--- config.mk ---
export PLATFORM = sky130hd
export DESIGN_NAME = fifo_lvl_flat
export DESIGN_NICKNAME = d
export VERILOG_FILES = /design/src/rtl/fifo_pkg.sv /design/src/rtl/fifo_lvl_if.sv /design/src/rtl/fifo_out_reg.sv /design/src/rtl/fifo_lvl.sv /design/src/flat_wrapper.sv
export SDC_FILE = /design/constraint.sdc
export NUM_CORES = 1
export LEC_CHECK = 0
export ABC_AREA = 0
export CORE_UTILIZATION = 65
export DETAILED_ROUTE_END_ITERATION = 12
export HOLD_SLACK_MARGIN = 0.02
export PLACE_DENSITY = 0.84
export SYNTH_ARGS = -nofsm -noshare
export SYNTH_HDL_FRONTEND = slang
export SYNTH_HIERARCHICAL = 1
export SYNTH_SLANG_ARGS = --single-unit
--- constraint.sdc ---
create_clock -name clk -period 11.4 [get_ports clk]
set_input_delay 2.28 -clock clk [delete_from_list [all_inputs] [get_ports clk]]
set_output_delay 2.28 -clock clk [all_outputs]
set_load 0.05 [all_outputs]
--- src/rtl/fifo_pkg.sv ---
// -----------------------------------------------------------------------------
// fifo_pkg
// Helpers shared by the fifo_lvl slice:
//   ptr_inc  - wrap-around pointer increment that works for any depth
//   fifo_cap - total capacity (array entries plus optional output flop)
//   fifo_cw  - width of an occupancy count able to hold 0..cap
// -----------------------------------------------------------------------------
package fifo_pkg;

    // Explicit compare against depth-1 rather than relying on natural
    // overflow, so non-power-of-two depths wrap correctly.
    function automatic int unsigned ptr_inc(input int unsigned ptr,
                                            input int unsigned depth);
        return (ptr == depth - 32'd1) ? 32'd0 : ptr + 32'd1;
    endfunction

    function automatic int fifo_cap(input int depth, input int out_reg);
        return depth + ((out_reg != 0) ? 1 : 0);
    endfunction

    function automatic int fifo_cw(input int cap);
        return $clog2(cap + 1);
    endfunction

endpackage

--- src/rtl/fifo_lvl_if.sv ---
// -----------------------------------------------------------------------------
// fifo_lvl_if
// Streaming handshake bundle for fifo_lvl: write side (data_in/_val/_rdy) and
// read side (data_out/_val/_rdy).
//   slave  - the FIFO's view (accepts writes, presents reads)
//   master - the surrounding logic's view (producer and consumer)
// -----------------------------------------------------------------------------
interface fifo_lvl_if #(
    parameter int WIDTH = 32
);
    logic [WIDTH-1:0] data_in;
    logic             data_in_val;
    logic             data_in_rdy;
    logic [WIDTH-1:0] data_out;
    logic             data_out_val;
    logic             data_out_rdy;

    modport slave (
        input  data_in, data_in_val, data_out_rdy,
        output data_in_rdy, data_out, data_out_val
    );

    modport master (
        output data_in, data_in_val, data_out_rdy,
        input  data_in_rdy, data_out, data_out_val
    );
endinterface

--- src/rtl/fifo_out_reg.sv ---
// -----------------------------------------------------------------------------
// fifo_out_reg
// Registered output stage of fifo_lvl (used when OUT_REG=1).
// Ports:
//   clk, reset  - clock, synchronous active-high reset
//   flush       - invalidate the stage
//   ld_arr      - load head word from the storage array
//   ld_byp      - load the incoming write word directly (array empty)
//   pop         - consumer takes the current word
//   arr_data    - storage array head word
//   in_data     - write-side data
//   vld, data   - stage contents presented as data_out_val / data_out
// -----------------------------------------------------------------------------
module fifo_out_reg #(
    parameter int WIDTH = 32
) (
    input  logic             clk,
    input  logic             reset,
    input  logic             flush,
    input  logic             ld_arr,
    input  logic             ld_byp,
    input  logic             pop,
    input  logic [WIDTH-1:0] arr_data,
    input  logic [WIDTH-1:0] in_data,
    output logic             vld,
    output logic [WIDTH-1:0] data
);

    // A load always wins over a pop: the caller only loads when the stage is
    // empty or being emptied this cycle.
    always_ff @(posedge clk) begin
        if (reset || flush) begin
            vld <= 1'b0;
        end else if (ld_arr || ld_byp) begin
            vld <= 1'b1;
        end else if (pop) begin
            vld <= 1'b0;
        end
    end

    // Data only changes on a load, so it holds while stalled.
    always_ff @(posedge clk) begin
        if (ld_arr) begin
            data <= arr_data;
        end else if (ld_byp) begin
            data <= in_data;
        end
    end

endmodule

--- src/rtl/fifo_lvl.sv ---
// -----------------------------------------------------------------------------
// fifo_lvl
// First-word-fall-through FIFO of any depth with occupancy count, almost
// thresholds, synchronous flush, optional registered output and sticky
// overflow/underflow flags.
// Ports:
//   clk, reset    - clock, synchronous active-high reset
//   flush         - synchronous discard of all contents
//   bus           - fifo_lvl_if.slave: data_in/_val/_rdy, data_out/_val/_rdy
//   count         - occupancy, includes output flop when OUT_REG=1
//   empty, full   - count==0, count==CAP
//   almost_empty  - count <= AE_THRESH
//   almost_full   - count >= AF_THRESH
//   overflow      - sticky: write attempted while full
//   underflow     - sticky: read attempted while nothing valid
// -----------------------------------------------------------------------------
module fifo_lvl
    import fifo_pkg::*;
#(
    parameter int WIDTH     = 32,
    parameter int DEPTH     = 16,
    parameter int OUT_REG   = 0,
    parameter int AF_THRESH = DEPTH - 2,
    parameter int AE_THRESH = 2
) (
    input  logic                                          clk,
    input  logic                                          reset,
    input  logic                                          flush,
    fifo_lvl_if.slave                                     bus,
    output logic [fifo_cw(fifo_cap(DEPTH, OUT_REG))-1:0]  count,
    output logic                                          empty,
    output logic                                          full,
    output logic                                          almost_empty,
    output logic                                          almost_full,
    output logic                                          overflow,
    output logic                                          underflow
);

    localparam int CAP = fifo_cap(DEPTH, OUT_REG);
    localparam int CW  = fifo_cw(CAP);
    localparam int PW  = $clog2(DEPTH);

    if (DEPTH < 2) begin : g_bad_depth
        $error("fifo_lvl: DEPTH must be at least 2");
    end
    if (AE_THRESH >= CAP) begin : g_bad_ae
        $error("fifo_lvl: AE_THRESH must be below capacity");
    end
    if (AF_THRESH < 1 || AF_THRESH > CAP) begin : g_bad_af
        $error("fifo_lvl: AF_THRESH must be within 1..capacity");
    end

    logic [WIDTH-1:0] mem [DEPTH];
    logic [PW-1:0]    wr_ptr;
    logic [PW-1:0]    rd_ptr;
    logic [CW-1:0]    count_q;

    logic             push;
    logic             pop;
    logic             arr_wr;
    logic             arr_rd;
    logic             out_val;
    logic [WIDTH-1:0] out_data;

    // Flags come straight from the count register, never from the handshake
    // inputs, so ready/valid have no combinational input dependency.
    assign count        = count_q;
    assign empty        = (count_q == '0);
    assign full         = (count_q == CW'(CAP));
    assign almost_empty = (count_q <= CW'(AE_THRESH));
    assign almost_full  = (count_q >= CW'(AF_THRESH));

    assign bus.data_in_rdy  = ~full;
    assign bus.data_out_val = out_val;
    assign bus.data_out     = out_data;

    // Transfers that actually take effect; flush overrides both.
    assign push = bus.data_in_val  & ~full   & ~flush;
    assign pop  = bus.data_out_rdy & out_val & ~flush;

    if (OUT_REG == 0) begin : g_comb_out
        assign out_val  = ~empty;
        assign out_data = mem[rd_ptr];
        assign arr_wr   = push;
        assign arr_rd   = pop;
    end else begin : g_reg_out
        logic arr_empty;
        logic stage_free;
        logic ld_arr;
        logic ld_byp;

        // The output flop is only ever empty when the array is also empty,
        // so array occupancy is count minus the flop's valid bit.
        assign arr_empty  = (count_q == CW'(out_val));
        assign stage_free = ~out_val | pop;
        assign ld_arr     = stage_free & ~arr_empty & ~flush;
        // Nothing queued ahead: the write goes straight to the output flop.
        assign ld_byp     = stage_free & arr_empty & push;
        assign arr_rd     = ld_arr;
        assign arr_wr     = push & ~ld_byp;

        fifo_out_reg #(
            .WIDTH (WIDTH)
        ) u_out_reg (
            .clk      (clk),
            .reset    (reset),
            .flush    (flush),
            .ld_arr   (ld_arr),
            .ld_byp   (ld_byp),
            .pop      (pop),
            .arr_data (mem[rd_ptr]),
            .in_data  (bus.data_in),
            .vld      (out_val),
            .data     (out_data)
        );
    end

    // Storage array: contents are never reset.
    always_ff @(posedge clk) begin
        if (arr_wr && !reset) begin
            mem[wr_ptr] <= bus.data_in;
        end
    end

    // Pointers and occupancy
    always_ff @(posedge clk) begin
        if (reset || flush) begin
            wr_ptr  <= '0;
            rd_ptr  <= '0;
            count_q <= '0;
        end else begin
            if (arr_wr) begin
                wr_ptr <= PW'(ptr_inc(32'(wr_ptr), DEPTH));
            end
            if (arr_rd) begin
                rd_ptr <= PW'(ptr_inc(32'(rd_ptr), DEPTH));
            end
            case ({push, pop})
                2'b10:   count_q <= count_q + CW'(1);
                2'b01:   count_q <= count_q - CW'(1);
                default: count_q <= count_q;
            endcase
        end
    end

    // Sticky protocol error flags; only reset clears them.
    always_ff @(posedge clk) begin
        if (reset) begin
            overflow  <= 1'b0;
            underflow <= 1'b0;
        end else begin
            if (bus.data_in_val && full) begin
                overflow <= 1'b1;
            end
            if (bus.data_out_rdy && !out_val) begin
                underflow <= 1'b1;
            end
        end
    end

endmodule
--- src/flat_wrapper.sv ---
// flat-port wrapper written by rule: the top's interface ports become plain ports
module fifo_lvl_flat import fifo_pkg::*;
#(
    parameter int WIDTH     = 32,
    parameter int DEPTH     = 16,
    parameter int OUT_REG   = 0,
    parameter int AF_THRESH = DEPTH - 2,
    parameter int AE_THRESH = 2
)
  (clk, reset, flush, count, empty, full, almost_empty, almost_full, overflow, underflow, bus_data_in, bus_data_in_val, bus_data_out_rdy, bus_data_in_rdy, bus_data_out, bus_data_out_val);
  fifo_lvl_if #(.WIDTH(WIDTH)) bus_i ();
  input  logic clk;
  input  logic reset;
  input  logic flush;
  output logic [fifo_cw(fifo_cap(DEPTH, OUT_REG))-1:0] count;
  output logic empty;
  output logic full;
  output logic almost_empty;
  output logic almost_full;
  output logic overflow;
  output logic underflow;
  input wire logic [$bits(bus_i.data_in)-1:0] bus_data_in;
  input wire logic [$bits(bus_i.data_in_val)-1:0] bus_data_in_val;
  input wire logic [$bits(bus_i.data_out_rdy)-1:0] bus_data_out_rdy;
  output wire logic [$bits(bus_i.data_in_rdy)-1:0] bus_data_in_rdy;
  output wire logic [$bits(bus_i.data_out)-1:0] bus_data_out;
  output wire logic [$bits(bus_i.data_out_val)-1:0] bus_data_out_val;
  assign bus_i.data_in = bus_data_in;
  assign bus_i.data_in_val = bus_data_in_val;
  assign bus_i.data_out_rdy = bus_data_out_rdy;
  assign bus_data_in_rdy = bus_i.data_in_rdy;
  assign bus_data_out = bus_i.data_out;
  assign bus_data_out_val = bus_i.data_out_val;
  fifo_lvl #(.WIDTH(WIDTH), .DEPTH(DEPTH), .OUT_REG(OUT_REG), .AF_THRESH(AF_THRESH), .AE_THRESH(AE_THRESH)) u_core (.clk(clk), .reset(reset), .flush(flush), .bus(bus_i), .count(count), .empty(empty), .full(full), .almost_empty(almost_empty), .almost_full(almost_full), .overflow(overflow), .underflow(underflow));
endmodule
==> results.ini <==
[route]
viasPerCell = 6.79
route.detailed.drc = 0
wl_per_cell_um = 30.0
drt_iter0_markers = 1154
wl_um = 43900
num_vias = 9963
antenna_left = 0
first_pass_iters = 5

[critical_path]
r2r_end = u_core/count[4]
worst_path_largest_cell_delay_ns = 0.92
path_buf_inv = 2
path_class = reg -> out
worstSetupStartpointType = flip-flop
reg2regPathDepth = 10
cp.arrival_ns = 4.01
cp_max_fo = 73
rrSetupSlack_ns = 8.26
cpLargestDelayFamily = buffers and inverters
crit_path_end_kind = output port
required_ns = 9.12
critical-path-slowest-cell = dfxtp_4
crit_chain = buf_4 -> mux4_2 -> a22oi_1 -> nand2_1 -> clkdlybuf4s50_1
rr_startpoint = u_core/count[4]

[place]
port_buffers = 81
finalWeightedCongestion = 0.739
place_worst_setup_slack_ns = 5.69
dp_hpwl_um = 21500

[worst_hold_path]
min-delay-start = u_core/underflow
hp-class = reg -> reg
min_to = u_core/underflow
min_path_cells = 2

[global_route]
grt_overflow = 0
grt_max_degree = 118
grt_pass1_vias = 10400
grt_pass1_wl_um = 64300
grtUsageTotal_pct = 28.8
antenna_found_initial = 2

[pwr]
p_comb_share_pct = 2.6
p_sw_mw = 0.755
power_frac_seq_pct = 54.9
ir_worst_vdd_mv = 0.147
p_clk_share_pct = 42.5
sw_frac_of_total_pct = 19.3
internal-power_mw = 3.15
power.density_mw_per_mm2 = 167
p_leak_nw = 7.22

[timing]
fin_crit_ns = 6.29
setup_violations = 0
fin_ws_ns = 5.11
fin_crit_sh_pct = 55.2
rsz0062_at_grt = false
drv_slew = 0
fmax_mhz = 159
finalSetupTns_ns = 0
finClkSkew_ns = 0.00837
worst_slew_pin_slew_ns = 1.24
maxSlewHeadroom_pct = 17.0
final_hold_viol_count = 0

[cells_and_area]
fin_util_pct = 76.3
syn_to_final_growth_pct = 15.2
fin_nets = 1076
fill_cells = 1547
drive_gt1_share_pct = 24.7

[clock_tree]
clk_pin_slew_ns = 0.06
hold_buffers = 0
clockRootBuffer = clkbuf_16
clockBufferDepth = 3
htree_levels = 2
cts_tree = done
clk_latency_ns = 0.55
clock_sinks = 531
ctsResizeCount = 0
cts_setup_buffers = 0
numCtsBuffers = 49

[floorplanning]
rows = 64
start_util_pct = 66.2
boundaryPins = 82
coreArea_sq_mm = 0.0306
dieArea_sq_mm = 0.0319
die_y_um = 179
die_w_um = 179

[synth]
yosysSeqAreaShare_pct = 77.8
synthesis.nets = 969
syn_inst = 923
ys_ff_latch = 531
syn_avg_cell_area_sq_um = 21.9
synth-main-ff-cell = edfxtp_1
syn-cell-area_sq_mm = 0.0203
synthArstFlopShare_pct = 0
synth_edf_count = 512
yosysWarningCount = 6
synth.distinct_cells = 46

[run_status]
outcome = complete, no violations

[run]
cap_violations = 0

[registers in the layout, indices dropped and copies added, names as in the netlist, named ones only]
name	cells
u_core/overflow	1
u_core/wr_ptr	4
u_core/rd_ptr	4
u_core/underflow	1
u_core/mem	512
u_core/count	5
[Yosys cell counts (all sizes together) (2+ instances only)]
library cell | n | area, sq um
edfxtp | 512 | 15400
mux4 | 128 | 2880
a22oi | 64 | 480
nand2 | 41 | 154
clkbuf | 29 | 109
buf | 23 | 121
nor2 | 20 | 75.1
dfxtp | 19 | 380
nor3 | 10 | 50.1
a21oi | 9 | 45.0
ha | 9 | 113
inv | 5 | 18.8
o21ai | 5 | 36.3
mux2i | 4 | 40.0
or3 | 4 | 30.0
xor2 | 4 | 35.0
nand3 | 3 | 15.0
nand4 | 3 | 18.8
nand4b | 3 | 26.3
nor3b | 3 | 22.5
a311o | 2 | 20.0
nor2b | 2 | 12.5
o211ai | 2 | 20.0
or2 | 2 | 12.5
or4 | 2 | 15.0
[through the flow]
| stage | hold WS, ns | total power [mW] | instance area (sq um) | std cells |
|---|---|---|---|---|
| finish | 0.475 | 3.91 | 23300 | 1467 |
| CTS | 0.473 | 3.93 | 23300 | 1466 |
| detailed placement | 0.455 | 2.29 | 21700 | 1375 |
| global route | 0.507 | 4.01 | 23300 | 1466 |
| floorplan | 0.472 | 2.23 | 20300 | 923 |
| global placement | 0.451 | 2.28 | 21700 | 1375 |
[cells by family after synthesis]
family / count (synthesis) / synth area share [%]
adder cells (fa/ha/maj): 9 / 0.556
AO/OA/AOI/OAI: 90 / 3.41
AND/OR/NAND/NOR: 99 / 2.37
XOR/XNOR: 5 / 0.216
flip-flops: 531 / 77.8
buffers and inverters: 57 / 1.23
multiplexers: 132 / 14.4
[layer usage]
metal  global-route usage (%)  wire (um)  vias to the layer above
met2                     47.7      22600                      575
met1                     38.5      16200                     5164
met3                     5.67       3850                       99
met4                     10.9       1330                        2
met5                        0         11                        -
li1                         -          -                     4123
[worst max path at each step]
| stage | cells after the start | slack [ns] | startpoint | endpoint |
|---|---|---|---|---|
| after floorplan | 2 | 5.86 | u_core/count[4] | almost_empty |
| after global placement | 5 | 5.68 | flip-flop | bus_data_out[7] |
| after detailed placement | 5 | 5.69 | flip-flop | bus_data_out[7] |
| after CTS | 5 | 5.09 | flip-flop | bus_data_out[25] |
| after global routing | 5 | 4.96 | flip-flop | bus_data_out[7] |
| final | 5 | 5.11 | flip-flop | bus_data_out[15] |
[worst reg2reg max path: stages (launching register included)]
cell	delay [ns]
dfxtp_1	0.60
or2b_2	0.41
o21ai_4	0.35
or2_2	0.20
ha_1	0.35
xor2_1	0.12
ha_1	0.21
a21oi_1	0.20
a221oi_1	0.16
or4_1	0.42
nand4_1	0.08
[layout by cell type (no fill, tap or decap), types with 3 or more instances in the layout]
| master | synthesis | final |
|---|---|---|
| edfxtp_1 | 512 | 512 |
| mux4_2 | 128 | 128 |
| clkdlybuf4s50_1 | 0 | 81 |
| a22oi_1 | 64 | 64 |
| clkbuf_16 | 0 | 52 |
| nand2_1 | 41 | 41 |
| buf_4 | 1 | 26 |
| dfxtp_1 | 19 | 17 |
| nor2_1 | 20 | 11 |
| clkinv_2 | 0 | 10 |
| clkbuf_1 | 29 | 9 |
| nor2_4 | 0 | 9 |
| a21oi_1 | 9 | 9 |
| ha_1 | 9 | 9 |
| nor3_2 | 0 | 8 |
| bufinv_16 | 0 | 5 |
| clkinv_1 | 0 | 5 |
| inv_1 | 5 | 5 |
| clkbuf_8 | 0 | 4 |
| xor2_1 | 4 | 4 |
| mux2i_1 | 4 | 4 |
| o21ai_0 | 4 | 4 |
| clkinv_4 | 0 | 3 |
| or3_1 | 3 | 3 |
| nor3b_1 | 3 | 3 |
| nand3_1 | 3 | 3 |
| nand4b_1 | 3 | 3 |
| nand4_1 | 3 | 3 |
[power groups by stage]
stage	logic (mW)	clock network, mW	registers, mW
5_1_grt	0.107	1.75	2.14
4_1_cts	0.101	1.68	2.15
3_5_place_dp	0.0996	0	2.19
2_1_floorplan	0.0462	0	2.19
6_report	0.101	1.66	2.15
3_3_place_gp	0.0966	0	2.19
[layout make-up]
cell class / instances / area [sq um] / share of cell area, %
antenna: 1 / 2.50 / 0.0107
clock buffer: 65 / 1390 / 5.96
clock inverter: 26 / 269 / 1.15
inverter: 5 / 18.8 / 0.0804
multi-input combinational: 335 / 4370 / 18.7
sequential: 531 / 15800 / 67.5
tap: 396 / 495 / 2.12
timing repair buffer: 108 / 1030 / 4.40
Power figures use the tool's default switching activity.
